File: config.mk
export PLATFORM = sky130hd
export DESIGN_NAME = alu_issue_ctrl
export DESIGN_NICKNAME = d
export VERILOG_FILES = /design/src/rtl/alu_issue_ctrl.sv
export SDC_FILE = /design/constraint.sdc
export NUM_CORES = 1
export LEC_CHECK = 0
export CAP_MARGIN = 40
export CORE_MARGIN = 3
export CORE_UTILIZATION = 42
export DETAILED_ROUTE_END_ITERATION = 12
export PLACE_DENSITY = 0.9
export SLEW_MARGIN = 25
export SYNTH_ARGS = -nofsm -noshare
export SYNTH_HDL_FRONTEND = slang
export SYNTH_SLANG_ARGS = --single-unit
File: constraint.sdc
create_clock -name clk -period 5.5 [get_ports clk]
set_input_delay 0.825 -clock clk [delete_from_list [all_inputs] [get_ports clk]]
set_output_delay 0.825 -clock clk [all_outputs]
set_load 0.05 [all_outputs]
File: src/rtl/alu_issue_ctrl.sv
// alu_issue_ctrl: sequential initiator for a 32-bit combinational ALU.
// Takes a request (funct, a, b) over valid/ready, drives registered operands and
// function code to the ALU, lets the ALU settle for SETTLE cycles, then returns
// the captured result over a valid/ready response channel with zero/error flags.
//
// Ports:
//   clk, rst                     clock (rising edge), async active-high reset
//   req_valid/req_ready          request handshake
//   req_funct, req_a, req_b      R-type funct code and operands
//   alu_dataA/B, alu_Signal      registered ALU operands and function code
//   alu_dataOut                  combinational ALU result
//   rsp_valid/rsp_ready          response handshake
//   rsp_data, rsp_zero, rsp_err  captured result, result==0, unsupported funct
//   op_count                     responses accepted, wraps modulo 2^CNT_W
module alu_issue_ctrl #(
  parameter int unsigned SETTLE = 2,  // 1..15
  parameter int unsigned CNT_W  = 16
) (
  input  logic             clk,
  input  logic             rst,
  input  logic             req_valid,
  output logic             req_ready,
  input  logic [5:0]       req_funct,
  input  logic [31:0]      req_a,
  input  logic [31:0]      req_b,
  output logic [31:0]      alu_dataA,
  output logic [31:0]      alu_dataB,
  output logic [5:0]       alu_Signal,
  input  logic [31:0]      alu_dataOut,
  output logic             rsp_valid,
  input  logic             rsp_ready,
  output logic [31:0]      rsp_data,
  output logic             rsp_zero,
  output logic             rsp_err,
  output logic [CNT_W-1:0] op_count
);

  typedef enum logic [1:0] {StIdle, StSettle, StResp} state_e;

  localparam logic [3:0] CntLoad = 4'(SETTLE - 1);

  state_e            state_q, state_d;
  logic [3:0]        cnt_q, cnt_d;
  logic [31:0]       a_q, a_d, b_q, b_d;
  logic [5:0]        sig_q, sig_d;
  logic [31:0]       data_q, data_d;
  logic              zero_q, zero_d;
  logic              err_q, err_d;
  logic [CNT_W-1:0]  op_cnt_q, op_cnt_d;
  logic              funct_ok;

  always_comb begin
    funct_ok = 1'b0;
    case (req_funct)
      6'h24, 6'h25, 6'h20, 6'h22, 6'h2A: funct_ok = 1'b1;
      default:                           funct_ok = 1'b0;
    endcase
  end

  always_comb begin
    state_d  = state_q;
    cnt_d    = cnt_q;
    a_d      = a_q;
    b_d      = b_q;
    sig_d    = sig_q;
    data_d   = data_q;
    zero_d   = zero_q;
    err_d    = err_q;
    op_cnt_d = op_cnt_q;
    unique case (state_q)
      StIdle: begin
        if (req_valid) begin
          if (funct_ok) begin
            a_d     = req_a;
            b_d     = req_b;
            sig_d   = req_funct;
            cnt_d   = CntLoad;
            state_d = StSettle;
          end else begin
            // Unsupported funct: answer immediately, leave the ALU inputs alone.
            data_d  = 32'h0;
            zero_d  = 1'b1;
            err_d   = 1'b1;
            state_d = StResp;
          end
        end
      end
      StSettle: begin
        if (cnt_q != 4'd0) begin
          cnt_d = cnt_q - 4'd1;
        end else begin
          data_d  = alu_dataOut;
          zero_d  = (alu_dataOut == 32'h0);
          err_d   = 1'b0;
          state_d = StResp;
        end
      end
      StResp: begin
        if (rsp_ready) begin
          op_cnt_d = op_cnt_q + CNT_W'(1);
          state_d  = StIdle;
        end
      end
      default: state_d = StIdle;
    endcase
  end

  always_ff @(posedge clk or posedge rst) begin
    if (rst) begin
      state_q  <= StIdle;
      cnt_q    <= 4'd0;
      a_q      <= 32'h0;
      b_q      <= 32'h0;
      sig_q    <= 6'h0;
      data_q   <= 32'h0;
      zero_q   <= 1'b0;
      err_q    <= 1'b0;
      op_cnt_q <= '0;
    end else begin
      state_q  <= state_d;
      cnt_q    <= cnt_d;
      a_q      <= a_d;
      b_q      <= b_d;
      sig_q    <= sig_d;
      data_q   <= data_d;
      zero_q   <= zero_d;
      err_q    <= err_d;
      op_cnt_q <= op_cnt_d;
    end
  end

  assign req_ready  = (state_q == StIdle);
  assign rsp_valid  = (state_q == StResp);
  assign alu_dataA  = a_q;
  assign alu_dataB  = b_q;
  assign alu_Signal = sig_q;
  assign rsp_data   = data_q;
  assign rsp_zero   = zero_q;
  assign rsp_err    = err_q;
  assign op_count   = op_cnt_q;

endmodule

==> flow_metrics.py, run 1 <==
metrics = {
    "drt": {
        "routed_via_density": 5.04,
        "drc": 0,
        "final_antenna_net_count": 0,
        "wirelength_um": 14000,
        "wire_per_inst_um": 18.4,
        "drtPass1Iterations": 4,
        "vias": 3837,
        "first_iter_violations": 204,
    },
    "final_layout": {
        "n_antenna_cell": 0,
        "stdcell_count": 762,
        "nNetsFinal": 692,
        "drive_gt1_frac": 0.189,
        "syn_to_final_growth_pct": 56.6,
        "fin_area_um2": 8270,
        "n_fill_cell": 855,
    },
    "floorplanning": {
        "core_area_um2": 12200,
        "start_util": 0.434,
        "die_h_um": 118,
        "ios": 228,
        "die_area_um2": 14000,
        "rows": 40,
        "die_w_um": 118,
    },
    "yosys": {
        "ys_top_cells_by_count": "dfrtp_1 (126), mux2_4 (68), a22o_1 (32), nand2_1 (11), buf_2 (9)",
        "yosysTopAreaCellShare": 0.597,
        "synthTopCellsByArea": "dfrtp_1 (60%), mux2_4 (19%), a22o_1 (5.3%)",
        "synthFlopType": "dfrtp_1",
        "synthCells": 349,
        "syn_nets": 458,
        "async_flop_share": 1.00,
        "synth_cell_types": 38,
        "synth-seq-cells": 126,
        "syn_area_per_cell_um2": 15.1,
        "synth-seq-area-share": 0.597,
        "yosys_warnings": 0,
        "synth_edf_count": 0,
        "yosysMostFrequentCell": "dfrtp_1",
        "synth_area_leader_cell": "dfrtp_1",
        "synth.cell_area_um2": 5280,
    },
    "setup_path": {
        "critical_path_class": "reg -> out",
        "rr_worst_depth": 5,
        "max_stage_delay_ns": 0.82,
        "critical_path_arrival_ns": 2.10,
        "startpoint_type": "flop",
        "cp_slowest_cell": "clkdlybuf4s50_1",
        "cp_cell_sequence": "nor2b_1 > clkdlybuf4s50_1",
        "critical_path_required_ns": 4.68,
        "reg2reg_slack_ns": 3.10,
        "rr_endpoint": "alu_dataB[28]$_DFFE_PP0P_",
        "r2r_start": "state_q[1]$_DFFE_PP0P_",
        "cp-end-kind": "output pin",
        "crit_fanout": 17,
    },
    "sta": {
        "tns_ns": 0,
        "fmax_ghz": 0.342,
        "clock_skew_ns": 0.00745,
        "tightest_slew_ns": 0.700,
        "rsz0062_at_grt": "no",
        "timing.hold.ws_ns": 0.470,
        "slew_headroom": 0.533,
        "setup_viol": 0,
        "hold_viol_final": 0,
        "final-max-slew-violation-count": 0,
        "finalCritPeriodShare": 0.531,
        "fin_ws_ns": 2.58,
        "fin_crit_ns": 2.92,
    },
    "power": {
        "p_comb_frac": 0.466,
        "p_int_w": 0.00274,
        "p_leak_nw": 3.85,
        "pwr-share-seq": 0.308,
        "p_sw_w": 0.00186,
        "sw_frac_of_total": 0.405,
        "clock_power_share": 0.226,
        "ir_drop_mv": 0.434,
        "p_per_area_nw_per_um2": 555,
    },
    "place": {
        "dp.cells": 730,
        "hpwl_um": 10100,
        "gp_congestion": 0.808,
        "place_area_um2": 7660,
        "place_ws_ns": 2.09,
        "port_buffers": 227,
    },
    "global_route": {
        "grt_usage": 0.205,
        "grt_pass1_wl_um": 22800,
        "grt_pass1_vias": 4237,
        "grt_max_degree": 62,
        "grt_overflow_total": 0,
        "antenna_found_initial": 0,
    },
    "clock_network": {
        "cts_tree": "done",
        "cts_buffer_depth": 2,
        "cts_buffers": 17,
        "clock_sinks": 126,
        "htree_levels": 4,
        "root_buffer": "clkbuf_16",
        "clk_latency_ns": 0.41,
        "hold_buffers": 0,
        "path_clk_slew_ns": 0.05,
        "cts_setup_buffers": 0,
        "post_cts_resized": 0,
    },
    "min_path": {
        "hp-class": "reg -> reg",
        "worstHoldStart": "op_count[15]$_DFFE_PP0P_",
        "holdPathEnd": "op_count[15]$_DFFE_PP0P_",
        "hold_depth": 1,
    },
    "run": {
        "maxCapViolCount": 0,
    },
    "status": {
        "status": "finished, final reports clean",
    },
}
## critical path, delay by kind of cell (launching register included)
| family | cells | cell delay (ns) |
|---|---|---|
| and+or+nand+nor | 1 | 0.21 |
| buffers and inverters | 1 | 0.82 |
| DFF | 1 | 0.67 |
## cell type report
cell class,instances,area (um^2),share of cell area
Timing Repair Buffer,233,2360,0.285
Inverter,6,25.0,0.00303
Clock buffer,23,488,0.0590
Clock inverter,7,62.6,0.00756
Tap cell,168,210,0.0254
Sequential cell,126,3150,0.381
Multi-Input combinational cell,199,1970,0.239
## cells by family after synthesis
kind of cell,Yosys count,share of synthesized area
flops,126,0.597
buf+inv,24,0.0306
xor+xnor,15,0.0249
fa+ha+maj,3,0.00711
mux,71,0.199
simple gates,63,0.0692
compound gates,47,0.0718
## cell usage in the layout, fill, tap and decap left out, types with 2 or more instances in the layout
cell | Yosys | final
nor2_1 | 6 | 6
clkbuf_8 | 0 | 4
and2_1 | 3 | 2
nand4_1 | 6 | 6
a22o_1 | 32 | 32
nand2_1 | 11 | 11
nor3_1 | 6 | 6
nor4_1 | 8 | 8
dfrtp_1 | 126 | 126
inv_1 | 6 | 5
a31o_2 | 2 | 2
clkbuf_1 | 1 | 2
nand3_1 | 5 | 5
nand2b_1 | 4 | 3
mux2_4 | 68 | 68
nor2b_1 | 3 | 3
xnor2_1 | 7 | 7
buf_16 | 0 | 2
o21ai_0 | 2 | 2
buf_4 | 0 | 4
clkdlybuf4s50_1 | 0 | 227
xor2_1 | 8 | 8
clkbuf_16 | 0 | 17
clkinv_2 | 0 | 5
and3_1 | 5 | 5
mux2i_1 | 2 | 2
ha_1 | 3 | 3
a21oi_1 | 4 | 4
## worst max path at each step
stage	from	to	slack, ns	cells after the start
after CTS	req_funct[2]	alu_dataA[2]$_DFFE_PP0P_	2.52	6
final	state_q[1]$_DFFE_PP0P_	rsp_valid	2.58	2
after detailed placement	req_funct[2]	alu_dataB[30]$_DFFE_PP0P_	2.09	6
after global placement	req_funct[2]	alu_dataA[3]$_DFFE_PP0P_	2.15	6
after global routing	state_q[1]$_DFFE_PP0P_	rsp_valid	2.47	2
after floorplan	rst	alu_Signal[0]$_DFFE_PP0P_	1.32	1
## per-layer routing
metal | share of wire | up-vias | track usage | routed length (um)
met3 | 0.066 | 23 | 0.0658 | 927
li1 | - | 1727 | - | -
met5 | 0 | - | 0 | 0
met1 | 0.40 | 1936 | 0.241 | 5610
met2 | 0.52 | 151 | 0.353 | 7250
met4 | 0.018 | 0 | 0.0718 | 250
## registers in the layout, indices dropped and copies added, names as in the netlist
name        flops
state_q         2
rsp_data       32
alu_dataB      32
rsp_err         1
alu_Signal      6
op_count       16
rsp_zero        1
cnt_q           4
alu_dataA      32
## power by group through the flow
stage / clock, W / combinational [W] / sequential [W]
2_1_floorplan: 0 / 0.000512 / 0.00230
3_3_place_gp: 0 / 0.00211 / 0.00140
3_5_place_dp: 0 / 0.00214 / 0.00142
4_1_cts: 0.00106 / 0.00215 / 0.00142
5_1_grt: 0.00110 / 0.00222 / 0.00145
6_report: 0.00104 / 0.00214 / 0.00141
## stage by stage
stage | total power [W] | utilization
final | 0.00459 | 0.680
after global routing | 0.00478 | 0.680
after CTS | 0.00463 | 0.676
after detailed placement | 0.00356 | 0.630
after global placement | 0.00350 | 0.630
after floorplan | 0.00281 | -
No activity file was read; power rests on OpenSTA's default activity.
==> run 2, diff against run 1 <==
Settings changed: CORE_UTILIZATION 42 to 38, PLACE_DENSITY 0.9 to 0.86.
Clock period 5.5 ns to 2.49 ns, I/O delays scaled along.
==> run 2 against run 1 <==
Routed wire length increased by 3.7%; die area grew 10%; first-iteration DRC count down 26%; flip-flop and latch count stayed put; clock skew shrank 0.00091 ns; design area grew 1.1%; final cell count is 1.7% higher; non-clock buffer count increased by 3; count of clock-buffer cells in the layout shrank 3; global-route usage is 1.4 points lower; largest power group unchanged; highest routed layer unchanged.
==> flow_metrics.py, run 2 (synthesis gave the netlist of run 1 again) <==
metrics = {
    "global_route": {
        "grt_max_degree": 79,
        "grt_usage": 0.191,
        "grt_overflow_total": 0,
        "grt_pass1_wl_um": 22500,
        "antenna_found_initial": 0,
        "grt_pass1_vias": 4245,
    },
    "clock_network": {
        "hold_buffers": 0,
        "cts_setup_buffers": 0,
        "root_buffer": "clkbuf_16",
        "cts_buffer_depth": 2,
        "clk_latency_ns": 0.41,
        "post_cts_resized": 0,
        "htree_levels": 4,
        "cts_buffers": 17,
        "clock_sinks": 126,
        "cts_tree": "done",
        "path_clk_slew_ns": 0.05,
    },
    "sta": {
        "fmax_ghz": 0.436,
        "fin_crit_ns": 2.29,
        "timing.hold.ws_ns": 0.425,
        "tightest_slew_ns": 0.543,
        "finalCritPeriodShare": 0.922,
        "rsz0062_at_grt": "no",
        "clock_skew_ns": 0.00654,
        "setup_viol": 0,
        "slew_headroom": 0.637,
        "hold_viol_final": 0,
        "tns_ns": 0,
        "final-max-slew-violation-count": 0,
    },
    "drt": {
        "vias": 3839,
        "routed_via_density": 4.95,
        "first_iter_violations": 150,
        "top_layer": "met4",
        "met2_length_um": 7470,
        "route.met3.wl_um": 1230,
        "drc": 0,
        "final_antenna_net_count": 0,
        "wire_per_inst_um": 18.8,
        "wirelength_um": 14600,
        "drtPass1Iterations": 5,
        "wl_met1_um": 5560,
    },
    "setup_path": {
        "cp-end-kind": "output pin",
        "rr_endpoint": "rsp_zero$_DFFE_PP0P_",
        "r2r_start": "cnt_q[0]$_DFFE_PP0P_",
        "crit_fanout": 17,
        "critical_path_arrival_ns": 1.92,
        "rr_worst_depth": 7,
        "critical_path_class": "reg -> out",
        "critical_path_required_ns": 2.12,
        "cp-startpoint": "state_q[1]$_DFFE_PP0P_",
        "startpoint_type": "flop",
        "reg2reg_slack_ns": 0.62,
    },
    "power": {
        "p_int_w": 0.00613,
        "clock_power_share": 0.237,
        "p_comb_frac": 0.459,
        "p_leak_nw": 3.86,
        "sw_frac_of_total": 0.406,
        "p_per_area_nw_per_um2": 1230,
        "ir_drop_mv": 0.495,
        "p_sw_w": 0.00419,
        "pwr-share-seq": 0.304,
        "finalPower_w": 0.0103,
    },
    "status": {
        "status": "finished, final reports clean",
    },
    "run": {
        "maxCapViolCount": 0,
    },
    "place": {
        "gp_congestion": 0.781,
        "port_buffers": 227,
        "hpwl_um": 10800,
    },
    "floorplanning": {
        "ios": 228,
        "core_area_um2": 13400,
        "die_area_um2": 15300,
        "rows": 42,
        "die_w_um": 124,
        "start_util": 0.394,
        "die_h_um": 124,
    },
    "final_layout": {
        "layout_common_cells": "clkdlybuf4s50_1 (227), dfrtp_1 (125), mux2_4 (68)",
        "drive_gt1_frac": 0.197,
        "n_antenna_cell": 0,
        "final_common_cell": "clkdlybuf4s50_1",
        "syn_to_final_growth_pct": 58.3,
        "final_util": 0.624,
        "nNetsFinal": 695,
    },
    "min_path": {
        "hp-class": "in -> async",
    },
}
-- run 2: cell type report --
class                      instances  area [um^2]
multi-input combinational        199         1970
clock buffer                      20          457
timing repair buffer             236         2390
tap                              176          220
sequential                       126         3150
fill                            1028         5040
inverter                           6         26.3
clock inverter                    12          138
-- run 2: worst max path at each step --
| stage | to | slack [ns] | depth (start not counted) |
|---|---|---|---|
| after floorplan | alu_Signal[0]$_DFFE_PP0P_ | 0.56 | 1 |
| after global placement | alu_dataA[11]$_DFFE_PP0P_ | 0.30 | 6 |
| after CTS | rsp_valid | 0.03 | 2 |
| after detailed placement | cnt_q[0]$_DFFE_PP0P_ | 0.26 | 6 |
| final | rsp_valid | 0.20 | 2 |
| after global routing | rsp_valid | 0.12 | 2 |
-- run 2: power groups by stage --
| stage | sequential, W | clock, W | combinational [W] |
|---|---|---|---|
| 2_1_floorplan | 0.00508 | 0 | 0.00113 |
| 3_3_place_gp | 0.00312 | 0 | 0.00467 |
| 3_5_place_dp | 0.00315 | 0 | 0.00477 |
| 4_1_cts | 0.00314 | 0.00249 | 0.00478 |
| 5_1_grt | 0.00322 | 0.00258 | 0.00493 |
| 6_report | 0.00313 | 0.00244 | 0.00474 |
-- run 2: layer usage --
| metal | vias up | global-route usage |
|---|---|---|
| li1 | 1735 | - |
| met1 | 1903 | 0.218 |
| met2 | 175 | 0.327 |
| met3 | 26 | 0.0722 |
| met4 | 0 | 0.0685 |
| met5 | - | 0 |
-- run 2: critical path: stages (launching register included) --
cell             delay (ns)
dfrtp_2                0.52
nor2b_1                0.18
clkdlybuf4s50_1        0.81
-- run 2: metrics by stage --
step,setup slack (ns),cells,instance area [um^2]
6_report,0.195,775,8360
5_1_grt,0.116,775,8360
4_1_cts,0.0335,775,8360
3_5_place_dp,0.265,743,7760
3_3_place_gp,0.298,743,7760
2_1_floorplan,0.563,349,5280
